===== src/rtl/stream_fifo_pkg.sv =====
// Shared defaults, width helper and parameter-legality check for the threshold stream FIFO.
package stream_fifo_pkg;

    localparam int DefaultDepth     = 8;
    localparam int DefaultWordWidth = 64;

    function automatic int cnt_width(input int depth);
        return $clog2(depth + 1);
    endfunction

    function automatic bit thresh_legal(input int depth, input int afull, input int aempty);
        return (depth >= 2) && (afull >= 1) && (afull <= depth) &&
               (aempty >= 0) && (aempty <= depth - 1);
    endfunction

endpackage


===== src/rtl/stream_fifo_thr_if.sv =====
// Enqueue/dequeue handshake, flush and status bundle of the threshold stream FIFO.
interface stream_fifo_thr_if
    import stream_fifo_pkg::*;
#(
    parameter int Depth     = DefaultDepth,
    parameter int WordWidth = DefaultWordWidth
);
    localparam int CntWidth = cnt_width(Depth);

    logic                 enq_vld_i;
    logic [WordWidth-1:0] enq_payload_i;
    logic                 enq_rdy_o;
    logic                 deq_vld_o;
    logic [WordWidth-1:0] deq_payload_o;
    logic                 deq_rdy_i;
    logic                 flush_i;
    logic [CntWidth-1:0]  count_o;
    logic                 afull_o;
    logic                 aempty_o;

    modport slave (
        input  enq_vld_i, enq_payload_i, deq_rdy_i, flush_i,
        output enq_rdy_o, deq_vld_o, deq_payload_o, count_o, afull_o, aempty_o
    );

    modport master (
        output enq_vld_i, enq_payload_i, deq_rdy_i, flush_i,
        input  enq_rdy_o, deq_vld_o, deq_payload_o, count_o, afull_o, aempty_o
    );
endinterface


===== src/rtl/stream_fifo_wrap_ptr.sv =====
// Pointer counting 0..Depth-1 with an explicit wrap, so non-power-of-two depths never alias.
module stream_fifo_wrap_ptr #(
    parameter int Depth = 8,
    localparam int PtrWidth = $clog2(Depth)
) (
    input  logic                clk,
    input  logic                rst,
    input  logic                inc_i,
    input  logic                clr_i,
    output logic [PtrWidth-1:0] ptr_o
);
    logic [PtrWidth-1:0] ptr_q, ptr_d;

    always_comb begin
        ptr_d = ptr_q;
        if (clr_i) begin
            ptr_d = '0;
        end else if (inc_i) begin
            ptr_d = (ptr_q == PtrWidth'(Depth - 1)) ? '0 : ptr_q + 1'b1;
        end
    end

    always_ff @(posedge clk) begin
        if (rst) ptr_q <= '0;
        else     ptr_q <= ptr_d;
    end

    assign ptr_o = ptr_q;
endmodule


===== src/rtl/stream_fifo_thr.sv =====
// Valid/ready FIFO with occupancy count and almost-full/empty flags.
// Optional same-cycle bypass when empty: define STREAM_FIFO_THR_BYPASS_EN.
module stream_fifo_thr
    import stream_fifo_pkg::*;
#(
    parameter int Depth        = DefaultDepth,
    parameter int WordWidth    = DefaultWordWidth,
    parameter int AfullThresh  = Depth - 2,
    parameter int AemptyThresh = 1
) (
    input  logic               clk,
    input  logic               rst,
    stream_fifo_thr_if.slave   bus
);
    localparam int CntWidth = cnt_width(Depth);
    localparam int PtrWidth = $clog2(Depth);

    if (!thresh_legal(Depth, AfullThresh, AemptyThresh)) begin : g_bad_params
        $error("stream_fifo_thr: illegal Depth/threshold combination");
    end

    logic [WordWidth-1:0] mem_q [Depth];
    logic [CntWidth-1:0]  count_q, count_d;
    logic [PtrWidth-1:0]  wp, rp;
    logic                 empty, full, enq_fire, deq_fire, byp_pass, wr_en, rd_en;

    assign empty = (count_q == '0);
    assign full  = (count_q == CntWidth'(Depth));

    assign bus.enq_rdy_o = ~full & ~bus.flush_i;
    assign enq_fire      = bus.enq_vld_i & bus.enq_rdy_o;
    assign deq_fire      = bus.deq_vld_o & bus.deq_rdy_i;

    always_comb begin
        bus.deq_vld_o     = ~empty & ~bus.flush_i;
        bus.deq_payload_o = mem_q[rp];
`ifdef STREAM_FIFO_THR_BYPASS_EN
        if (empty & ~bus.flush_i & bus.enq_vld_i) begin
            bus.deq_vld_o     = 1'b1;
            bus.deq_payload_o = bus.enq_payload_i;
        end
`endif
    end

`ifdef STREAM_FIFO_THR_BYPASS_EN
    // A word consumed in its arrival cycle never touches storage or pointers.
    assign byp_pass = empty & ~bus.flush_i & bus.enq_vld_i & bus.deq_rdy_i;
`else
    assign byp_pass = 1'b0;
`endif

    assign wr_en = enq_fire & ~byp_pass;
    assign rd_en = deq_fire & ~byp_pass;

    stream_fifo_wrap_ptr #(.Depth(Depth)) u_wp (
        .clk   (clk),
        .rst   (rst),
        .inc_i (wr_en),
        .clr_i (bus.flush_i),
        .ptr_o (wp)
    );

    stream_fifo_wrap_ptr #(.Depth(Depth)) u_rp (
        .clk   (clk),
        .rst   (rst),
        .inc_i (rd_en),
        .clr_i (bus.flush_i),
        .ptr_o (rp)
    );

    always_ff @(posedge clk) begin
        if (wr_en) mem_q[wp] <= bus.enq_payload_i;
    end

    always_comb begin
        count_d = count_q;
        if (bus.flush_i) begin
            count_d = '0;
        end else if (wr_en & ~rd_en) begin
            count_d = count_q + 1'b1;
        end else if (rd_en & ~wr_en) begin
            count_d = count_q - 1'b1;
        end
    end

    always_ff @(posedge clk) begin
        if (rst) count_q <= '0;
        else     count_q <= count_d;
    end

    assign bus.count_o  = count_q;
    assign bus.afull_o  = (count_q >= CntWidth'(AfullThresh));
    assign bus.aempty_o = (count_q <= CntWidth'(AemptyThresh));
endmodule

===== src/flat_wrapper.sv =====
// flat-port wrapper written by rule: the top's interface ports become plain ports
module stream_fifo_thr_flat import stream_fifo_pkg::*;
#(
    parameter int Depth        = DefaultDepth,
    parameter int WordWidth    = DefaultWordWidth,
    parameter int AfullThresh  = Depth - 2,
    parameter int AemptyThresh = 1
)
  (clk, rst, bus_enq_vld_i, bus_enq_payload_i, bus_deq_rdy_i, bus_flush_i, bus_enq_rdy_o, bus_deq_vld_o, bus_deq_payload_o, bus_count_o, bus_afull_o, bus_aempty_o);
  stream_fifo_thr_if #(.Depth(Depth), .WordWidth(WordWidth)) bus_i ();
  input  logic clk;
  input  logic rst;
  input wire logic [$bits(bus_i.enq_vld_i)-1:0] bus_enq_vld_i;
  input wire logic [$bits(bus_i.enq_payload_i)-1:0] bus_enq_payload_i;
  input wire logic [$bits(bus_i.deq_rdy_i)-1:0] bus_deq_rdy_i;
  input wire logic [$bits(bus_i.flush_i)-1:0] bus_flush_i;
  output wire logic [$bits(bus_i.enq_rdy_o)-1:0] bus_enq_rdy_o;
  output wire logic [$bits(bus_i.deq_vld_o)-1:0] bus_deq_vld_o;
  output wire logic [$bits(bus_i.deq_payload_o)-1:0] bus_deq_payload_o;
  output wire logic [$bits(bus_i.count_o)-1:0] bus_count_o;
  output wire logic [$bits(bus_i.afull_o)-1:0] bus_afull_o;
  output wire logic [$bits(bus_i.aempty_o)-1:0] bus_aempty_o;
  assign bus_i.enq_vld_i = bus_enq_vld_i;
  assign bus_i.enq_payload_i = bus_enq_payload_i;
  assign bus_i.deq_rdy_i = bus_deq_rdy_i;
  assign bus_i.flush_i = bus_flush_i;
  assign bus_enq_rdy_o = bus_i.enq_rdy_o;
  assign bus_deq_vld_o = bus_i.deq_vld_o;
  assign bus_deq_payload_o = bus_i.deq_payload_o;
  assign bus_count_o = bus_i.count_o;
  assign bus_afull_o = bus_i.afull_o;
  assign bus_aempty_o = bus_i.aempty_o;
  stream_fifo_thr #(.Depth(Depth), .WordWidth(WordWidth), .AfullThresh(AfullThresh), .AemptyThresh(AemptyThresh)) u_core (.clk(clk), .rst(rst), .bus(bus_i));
endmodule

===== config.mk =====
export PLATFORM = sky130hd
export DESIGN_NAME = stream_fifo_thr_flat
export DESIGN_NICKNAME = d
export VERILOG_FILES = /design/src/rtl/stream_fifo_pkg.sv /design/src/rtl/stream_fifo_thr_if.sv /design/src/rtl/stream_fifo_wrap_ptr.sv /design/src/rtl/stream_fifo_thr.sv /design/src/flat_wrapper.sv
export SDC_FILE = /design/constraint.sdc
export NUM_CORES = 1
export LEC_CHECK = 0
export ABC_AREA = 1
export CORE_ASPECT_RATIO = 1.5
export CORE_MARGIN = 1.5
export CORE_UTILIZATION = 45
export CTS_CLUSTER_DIAMETER = 50
export DETAILED_ROUTE_END_ITERATION = 10
export SLEW_MARGIN = 25
export SYNTH_ARGS = -nofsm -noshare
export SYNTH_HDL_FRONTEND = slang
export SYNTH_SLANG_ARGS = --single-unit

===== constraint.sdc =====
create_clock -name clk -period 6.5 [get_ports clk]
set_input_delay 1.3 -clock clk [delete_from_list [all_inputs] [get_ports clk]]
set_output_delay 1.3 -clock clk [all_outputs]
set_load 0.1 [all_outputs]

==> impl_metrics.tcl, run 1 <==
set metrics [dict create \
    min-delay-start "u_core.u_wp.ptr_o[0]$_SDFFE_PP0P_" \
    hold_violations 0 \
    cts.sinks 525 \
    firstDrtPassIters 5 \
    crit_fanout 66 \
    fmax_mhz 190 \
    status "complete, no violations" \
    antenna_found_initial 3 \
    drtAntennaViolNets 0 \
    grt_setup_unrepaired "no" \
    reg2reg_to "u_core.mem_q[1][28]$_DFFE_PP_" \
    grt_start_max_net_pins 142 \
    synth_compound_area_frac 0.0631 \
    r2r_slack_ns 3.35 \
    cts_setup_buffers 0 \
    place.gp.congestion 0.723 \
    synth-simple-area-share 0.158 \
    drive_gt1_frac 0.0505 \
    synth_warnings 0 \
    arrival_ns 3.95 \
    root_buffer "clkbuf_16" \
    final_common_cell "nor2_1" \
    yosys.area.top_type_share 0.723 \
    worstSetupPathType "flop to output pin" \
    via_per_inst 5.19 \
    rows 97 \
    synthesis.nets 1890 \
    areaGrowthSynthToFinish_pct 15.4 \
    setup_tns_ns 0 \
    numCtsBuffers 48 \
    fill_cells 3967 \
    post-route-drc-count 0 \
    finalWirelength_mm 48.4 \
    clk_pin_slew_ns 0.06 \
    drt-initial-drc-count 936 \
    fin_crit_sh 0.808 \
    yosysTopAreaCell "edfxtp_1" \
    via_count 13300 \
    grt_remaining_overflow 0 \
    synthesis.area_sq_mm 0.0213 \
    core_area_sq_mm 0.0467 \
    finalSetupViolCount 0 \
    endpoint_kind "output pin" \
    cp-start-kind "flop" \
    skew_ns 0.0126 \
    grt_pass1_wl_mm 75.2 \
    cts_resized 0 \
    post_drt_wl_per_cell_microns 18.9 \
    ys_seq_elements 525 \
    maxCapViolations 0 \
    yosysSeqAreaShare 0.735 \
    slew_viol_final 0 \
    dp_hpwl_mm 24.0 \
    period_needed_ns 5.25 \
    nets 2002 \
    cts_tree "yes" \
    hp-class "flop to flop" \
    register_area_sq_mm 0.0156 \
    cts_buffer_depth 3 \
    synthXorXnorAreaFrac 0.000412 \
    synth_fa_ha_area_frac 0.00589 \
    worst_slew_pin_slew_ns 1.06 \
    start_util 0.455 \
    pwr_density_cell_mw_per_mm2 293 \
    grt_usage 0.201 \
    synthTopCellsByArea "edfxtp_1, nor2_1, nand2_1, o21ai_0, dfxtp_1" \
    r2r-start "u_core.bus.count_o[0]$_SDFFE_PP0P_" \
    die_h_microns 269 \
    multi_input_area_sq_mm 0.00490 \
    reg2regPathDepth 8 \
    first_global_vias 13300 \
    hold-worst-slack_ns 0.526 \
    syn_avg_cell_area_sq_um 11.7 \
    relSlewSlack 0.291 \
    synth_top_family_by_area "simple AND/OR/NAND/NOR gates" \
    die_area_sq_mm 0.0486 \
    clkLatencyLatePin_ns 0.57 \
    ys_types 25 \
    endpoint "bus_deq_payload_o[30]" \
    final_cell_mix "nor2_1, edfxtp_1, nand2_1, o21ai_0, clkdlybuf4s50_1" \
    vdd_drop_max_v 0.000187 \
    worstPathRequired_ns 5.20 \
    leakagePower_nw 8.82 \
    cts_max_level 2 \
    port-buffer-count 140 \
    synthMuxAreaShare 0 \
    dieWidth_microns 180 \
    hold_buffers 0 \
    pin_count 141 \
    netlist_instances 1811 \
]
## per-stage QoR
| step | power (W) | instances | instance area, sq um | setup slack (ns) | utilization |
|---|---|---|---|---|---|
| floorplan | 0.00432 | 1811 | 21300 | 1.28 | - |
| finish | 0.00718 | 2557 | 24500 | 1.25 | 0.525 |
| global route | 0.00740 | 2556 | 24500 | 1.03 | 0.525 |
| CTS | 0.00723 | 2554 | 24500 | 1.24 | 0.525 |
| detailed placement | 0.00454 | 2467 | 23000 | 1.85 | 0.493 |
| global placement | 0.00453 | 2466 | 23000 | 1.82 | 0.492 |
## report_power, final
group          internal [W]  total [W]  switching (W)
Combinational      0.000167   0.000702       0.000535
Clock               0.00152    0.00272        0.00120
Sequential          0.00375    0.00376      0.0000107
Total               0.00544    0.00718        0.00174
## state kept, by name, summed over array words and instances, names as in the netlist, named ones only
signal,count
u_core.mem_q,512
u_core.bus.count_o,4
u_core.u_rp.ptr_o,3
u_core.u_wp.ptr_o,3
## per-layer routing
layer / track usage / up-vias / wire (microns)
met5: 0 / - / 9
met4: 0.0679 / 2 / 1270
met3: 0.0286 / 69 / 2120
met2: 0.366 / 305 / 25100
met1: 0.244 / 6482 / 19900
li1: - / 6406 / -
## worst min path at each step
stage,end,slack (ns),cells after the start
after global routing,u_core.u_wp.ptr_o[0]$_SDFFE_PP0P_,0.55,2
after floorplan,u_core.u_wp.ptr_o[0]$_SDFFE_PP0P_,0.48,2
after detailed placement,u_core.u_wp.ptr_o[0]$_SDFFE_PP0P_,0.52,2
after global placement,u_core.u_wp.ptr_o[0]$_SDFFE_PP0P_,0.51,2
after CTS,u_core.u_wp.ptr_o[0]$_SDFFE_PP0P_,0.52,2
final,u_core.u_wp.ptr_o[0]$_SDFFE_PP0P_,0.53,2
## worst max-delay path, stage by stage (launching register included)
cell and delay, ns:
dfxtp_4 0.37, buf_4 0.64, buf_4 0.84, nor2_1 0.10
o21ai_0 0.12, nand2_1 0.07, nand2_1 0.06, nand2_1 0.13
clkdlybuf4s50_1 0.99
## area by class of cell
type	count	share of cell area
clock buffers	59	0.0524
diodes	3	0.000306
inverters	20	0.00352
flip-flops and latches	525	0.638
well taps	594	0.0303
clock inverters	28	0.00887
multi-input cells	1168	0.200
repair buffers	160	0.0676
## cell families (layout without fill, tap and decap cells)
logic type | after synthesis | after routing
compound gates | 267 | 267
xor+xnor | 1 | 1
fa+ha+maj | 10 | 10
buf+inv | 118 | 267
flops | 525 | 525
other cells | 0 | 3
simple gates | 890 | 890
## synth_stat cells, drive strengths merged
cell / count
o21ai: 261
clkbuf: 35
o21a: 1
nand4: 2
nor2: 537
nand2: 345
or2: 2
buf: 63
inv: 20
a21oi: 4
nand3: 4
edfxtp: 512
xnor2: 1
ha: 10
dfxtp: 13
o211ai: 1
No activity file was read; power rests on OpenSTA's default activity.
==> inputs of run 2 (changes only) <==
- PLACE_DENSITY: not set -> 0.66
- clock period: 6.5 -> 4.7 ns (I/O delays scaled with it)
==> impl_metrics.tcl, run 2 (synthesis results as in run 1) <==
set metrics [dict create \
    status "complete, no violations" \
    route.met3.wl_mm 2.02 \
    cp_num_buf_inv 2 \
    die_h_microns 269 \
    cts_buffer_depth 3 \
    met1_length_mm 18.6 \
    power_w 0.00986 \
    root_buffer "clkbuf_16" \
    leakagePower_nw 8.88 \
    hold_violations 0 \
    crit_slowest_cell "dfxtp_4" \
    numCtsBuffers 46 \
    final_common_cell "nor2_1" \
    slowest_delay_ns 0.75 \
    largest_reg_flops 512 \
    cts_max_level 2 \
    first_global_vias 13300 \
    port-buffer-count 140 \
    highest_layer "met5" \
    hp-class "flop to flop" \
    period_needed_ns 4.26 \
    dp_slack_ns 1.12 \
    fin_crit_sh 0.906 \
    crit_top_cell "nand2_1" \
    dieWidth_microns 180 \
    grt_pass1_wl_mm 72.0 \
    skew_ns 0.0160 \
    fmax_mhz 235 \
    nets 2003 \
    post_drt_wl_per_cell_microns 18.2 \
    antenna_found_initial 4 \
    maxCapViolations 0 \
    cts_setup_buffers 0 \
    grt_start_max_net_pins 205 \
    rows 97 \
    clkLatencyLatePin_ns 0.56 \
    path_cells "buf_12 > nor2_1 > nor2_1 > o21ai_0 > nand2_1 > nand2_1 > nand2_1 > buf_4" \
    cts_tree "yes" \
    vdd_drop_max_v 0.000226 \
    pwr_density_cell_mw_per_mm2 405 \
    worstPathRequired_ns 3.76 \
    die_area_sq_mm 0.0486 \
    worstSetupPathType "flop to output pin" \
    regMostFlops "u_core.mem_q" \
    start_util 0.455 \
    wl_met2_mm 24.6 \
    drt-initial-drc-count 1105 \
    slew_viol_final 0 \
    areaGrowthSynthToFinish_pct 14.5 \
    grt_usage 0.190 \
    cts.sinks 525 \
    post-route-drc-count 0 \
    worst_slew_pin_slew_ns 1.19 \
    cts_resized 0 \
    drive_gt1_frac 0.0873 \
    clk_pin_slew_ns 0.07 \
    arrival_ns 3.32 \
    endpoint_kind "output pin" \
    hold_buffers 0 \
    fin_ws_ns 0.440 \
    grt_remaining_overflow 0 \
    final_cell_mix "nor2_1, edfxtp_1, nand2_1, o21ai_0, buf_4" \
    via_per_inst 5.19 \
    grt_setup_unrepaired "no" \
    via_count 13200 \
    cp-start-kind "flop" \
    crit_family "buffers and inverters" \
    finalWirelength_mm 46.5 \
    dp_hpwl_mm 25.0 \
    drtAntennaViolNets 0 \
    place.gp.congestion 0.721 \
    pin_count 141 \
    firstDrtPassIters 5 \
    crit_fanout 204 \
    core_area_sq_mm 0.0467 \
    finalSetupViolCount 0 \
    relSlewSlack 0.205 \
]
-- run 2: changes by cell type in the layout (fill, tap and decap cells not counted), sizes merged --
| cell | previous run | this run |
|---|---|---|
| diode | 3 | 1 |
| buf | 20 | 89 |
| bufinv | 3 | 5 |
| clkinv | 25 | 24 |
| clkdlybuf4s50 | 140 | 74 |
| clkbuf | 59 | 52 |
| inv | 19 | 21 |
-- run 2: final timing paths --
| check | slack [ns] | to | cells after the start | from |
|---|---|---|---|---|
| hold reg to reg | 0.53 | u_core.u_wp.ptr_o[0]$_SDFFE_PP0P_ | 2 | u_core.u_wp.ptr_o[0]$_SDFFE_PP0P_ |
| setup reg to reg | 1.79 | u_core.mem_q[5][53]$_DFFE_PP_ | 8 | u_core.bus.count_o[0]$_SDFFE_PP0P_ |
| setup / recovery | 0.44 | bus_deq_payload_o[63] | 8 | flop |
| hold / removal | 0.53 | u_core.u_wp.ptr_o[0]$_SDFFE_PP0P_ | 2 | u_core.u_wp.ptr_o[0]$_SDFFE_PP0P_ |
-- run 2: through the flow --
stage / cell area, sq um / cells / hold slack (ns) / TNS [ns] / util
after floorplan: 21300 / 1811 / 0.476 / -132.10 / -
after global placement: 22900 / 2470 / 0.508 / 0 / 0.489
after detailed placement: 22900 / 2470 / 0.528 / 0 / 0.489
after CTS: 24300 / 2553 / 0.539 / 0 / 0.521
after global routing: 24300 / 2553 / 0.575 / 0 / 0.521
final: 24300 / 2554 / 0.529 / 0 / 0.521
-- run 2: where the power goes --
group          internal, W  switching, W  leakage (nW)  total, W
clock              0.00210       0.00161         0.726   0.00371
sequential         0.00518     0.0000184          4.73   0.00520
combinational     0.000211      0.000736          3.42  0.000948
total              0.00749       0.00236          8.88   0.00986
-- run 2: cell type report --
cell class | count | area [sq um]
diodes | 1 | 2.50
clock buffers | 52 | 1190
clock inverters | 31 | 272
fillers | 3884 | 22400
inverters | 20 | 87.6
multi-input cells | 1168 | 4900
flip-flops and latches | 525 | 15600
well taps | 594 | 743
repair buffers | 163 | 1500
-- run 2: worst register-to-register path: stages (launching register included) --
cell and delay [ns]:
dfxtp_1 0.46, inv_1 0.13, ha_1 0.24, nand3_1 0.13
nand3_2 0.15, inv_1 0.11, nand2_1 0.24, nor2_4 0.78
buf_4 0.37
-- run 2: routing by layer --
layer | up-vias | GRT usage
li1 | 6397 | -
met3 | 84 | 0.0274
met1 | 6458 | 0.220
met5 | - | 0
met2 | 300 | 0.353
met4 | 6 | 0.0723
==> inputs of run 3 (changes only) <==
- CORE_MARGIN: 1.5 -> 5
- HOLD_SLACK_MARGIN: not set -> 0.05
==> impl_metrics.tcl, run 3 (synthesis results as in run 1) <==
set metrics [dict create \
    areaGrowthSynthToFinish_pct 14.8 \
    via_per_inst 5.19 \
    firstDrtPassIters 5 \
    via_count 13300 \
    comb_power_share 0.097 \
    grt_usage 0.175 \
    relSlewSlack 0.313 \
    cts_setup_buffers 0 \
    drt-initial-drc-count 1094 \
    hold_buffers 0 \
    grt_remaining_overflow 0 \
    top_usage_layer "met2" \
    place.gp.congestion 0.751 \
    switchingPower_w 0.00240 \
    n_antenna_cell 0 \
    skew_ns 0.0191 \
    pin_count 141 \
    drive_gt1_frac 0.0836 \
    status "complete, no violations" \
    leakagePower_nw 8.89 \
    fin_util 0.522 \
    cts.sinks 525 \
    cts_tree "yes" \
    min-delay-start "u_core.u_rp.ptr_o[1]$_SDFFE_PP0P_" \
    crit_slowest_cell "buf_16" \
    hp-class "flop to flop" \
    finalWirelength_mm 46.5 \
    intPower_w 0.00751 \
    worstSetupPathType "flop to output pin" \
    final_cell_mix "nor2_1, edfxtp_1, nand2_1, o21ai_0, buf_4" \
    worstPathRequired_ns 3.76 \
    port-buffer-count 140 \
    die_h_microns 276 \
    finalSetupViolCount 0 \
    numCtsBuffers 49 \
    endpoint_kind "output pin" \
    slew_viol_final 0 \
    cts_resized 0 \
    period_needed_ns 3.87 \
    switching_share 0.243 \
    vdd_drop_max_v 0.000231 \
    power_w 0.00991 \
    use_met1 0.210 \
    dieWidth_microns 187 \
    grt_setup_unrepaired "no" \
    cts_max_level 2 \
    use_met2 0.325 \
    root_buffer "clkbuf_16" \
    first_global_vias 13200 \
    core_area_sq_mm 0.0467 \
    drtAntennaViolNets 0 \
    crit_fanout 158 \
    die_area_sq_mm 0.0518 \
    clockPowerShare 0.378 \
    regMostFlops "u_core.mem_q" \
    clkLatencyLatePin_ns 0.57 \
    start_util 0.455 \
    slowest_delay_ns 0.55 \
    rows 97 \
    nets 2003 \
    cts_buffer_depth 3 \
    seqPwrFrac 0.525 \
    grt_start_max_net_pins 159 \
    antenna_found_initial 2 \
    cp-start-kind "flop" \
    hold_violations 0 \
    dp_slack_ns 1.27 \
    pwr_density_cell_mw_per_mm2 406 \
    post-route-drc-count 0 \
    r2r-start "u_core.bus.count_o[0]$_SDFFE_PP0P_" \
    crit_top_cell "nand2_1" \
    reg2regPathDepth 8 \
    arrival_ns 2.93 \
    path_cells "buf_12 > buf_16 > nor2_1 > nor2_1 > o21ai_0 > nand2_1 > nand2_1 > nand2_1 > buf_4" \
    setup_tns_ns 0 \
    dp_hpwl_mm 25.7 \
    grtUsageMet3 0.0273 \
    final_common_cell "nor2_1" \
    fin_crit_sh 0.824 \
    clk_pin_slew_ns 0.06 \
    whs_path_depth 4 \
    fin_ws_ns 0.828 \
    largest_reg_flops 512 \
    grt_pass1_wl_mm 72.6 \
    fmax_mhz 258 \
    worst_slew_pin_slew_ns 1.03 \
    post_drt_wl_per_cell_microns 18.2 \
    maxCapViolations 0 \
]
[run 3: cell types whose count changed in the layout (fill, tap and decap cells not counted), moves of 3 or more]
cell,change
bufinv_16,-3
buf_4,-6
clkbuf_16,+4
clkbuf_1,+10
clkinv_2,-8
[run 3: critical path, delay by kind of cell, from the launching register on]
kind / cells / cell delay [ns]
compound gates: 1 / 0.10
flops: 1 / 0.38
simple gates: 5 / 0.52
buf+inv: 3 / 1.24
[run 3: power groups by stage]
stage               Sequential [W]  Clock (W)  Combinational, W
floorplan                  0.00532          0          0.000659
global placement           0.00530          0          0.000955
detailed placement         0.00530          0          0.000966
CTS                        0.00520    0.00381          0.000969
global route               0.00520    0.00400           0.00103
finish                     0.00520    0.00375          0.000959
[run 3: layer usage]
metal	vias up	routed length, microns
met3	81	2000
met2	295	24600
li1	6409	-
met4	4	1170
met5	-	34
met1	6471	18700
[run 3: final cells by class]
cell class	instances	area, sq um
fillers	3877	22300
flip-flops and latches	525	15600
multi-input cells	1168	4900
repair buffers	160	1520
clock buffers	66	1330
well taps	594	743
clock inverters	23	179
inverters	20	87.6
[run 3: metrics by stage]
stage | cells | cell area (sq um) | hold slack, ns
floorplan | 1811 | 21300 | 0.476
global placement | 2466 | 22900 | 0.510
detailed placement | 2467 | 22900 | 0.524
CTS | 2556 | 24400 | 0.536
global route | 2556 | 24400 | 0.589
finish | 2556 | 24400 | 0.536
[run 3: path summary, 6_finish.rpt]
path	end	slack [ns]
max	bus_deq_payload_o[55]	0.83
min	flop	0.54
max reg2reg	u_core.mem_q[7][35]$_DFFE_PP_	1.84
min reg2reg	flop	0.54
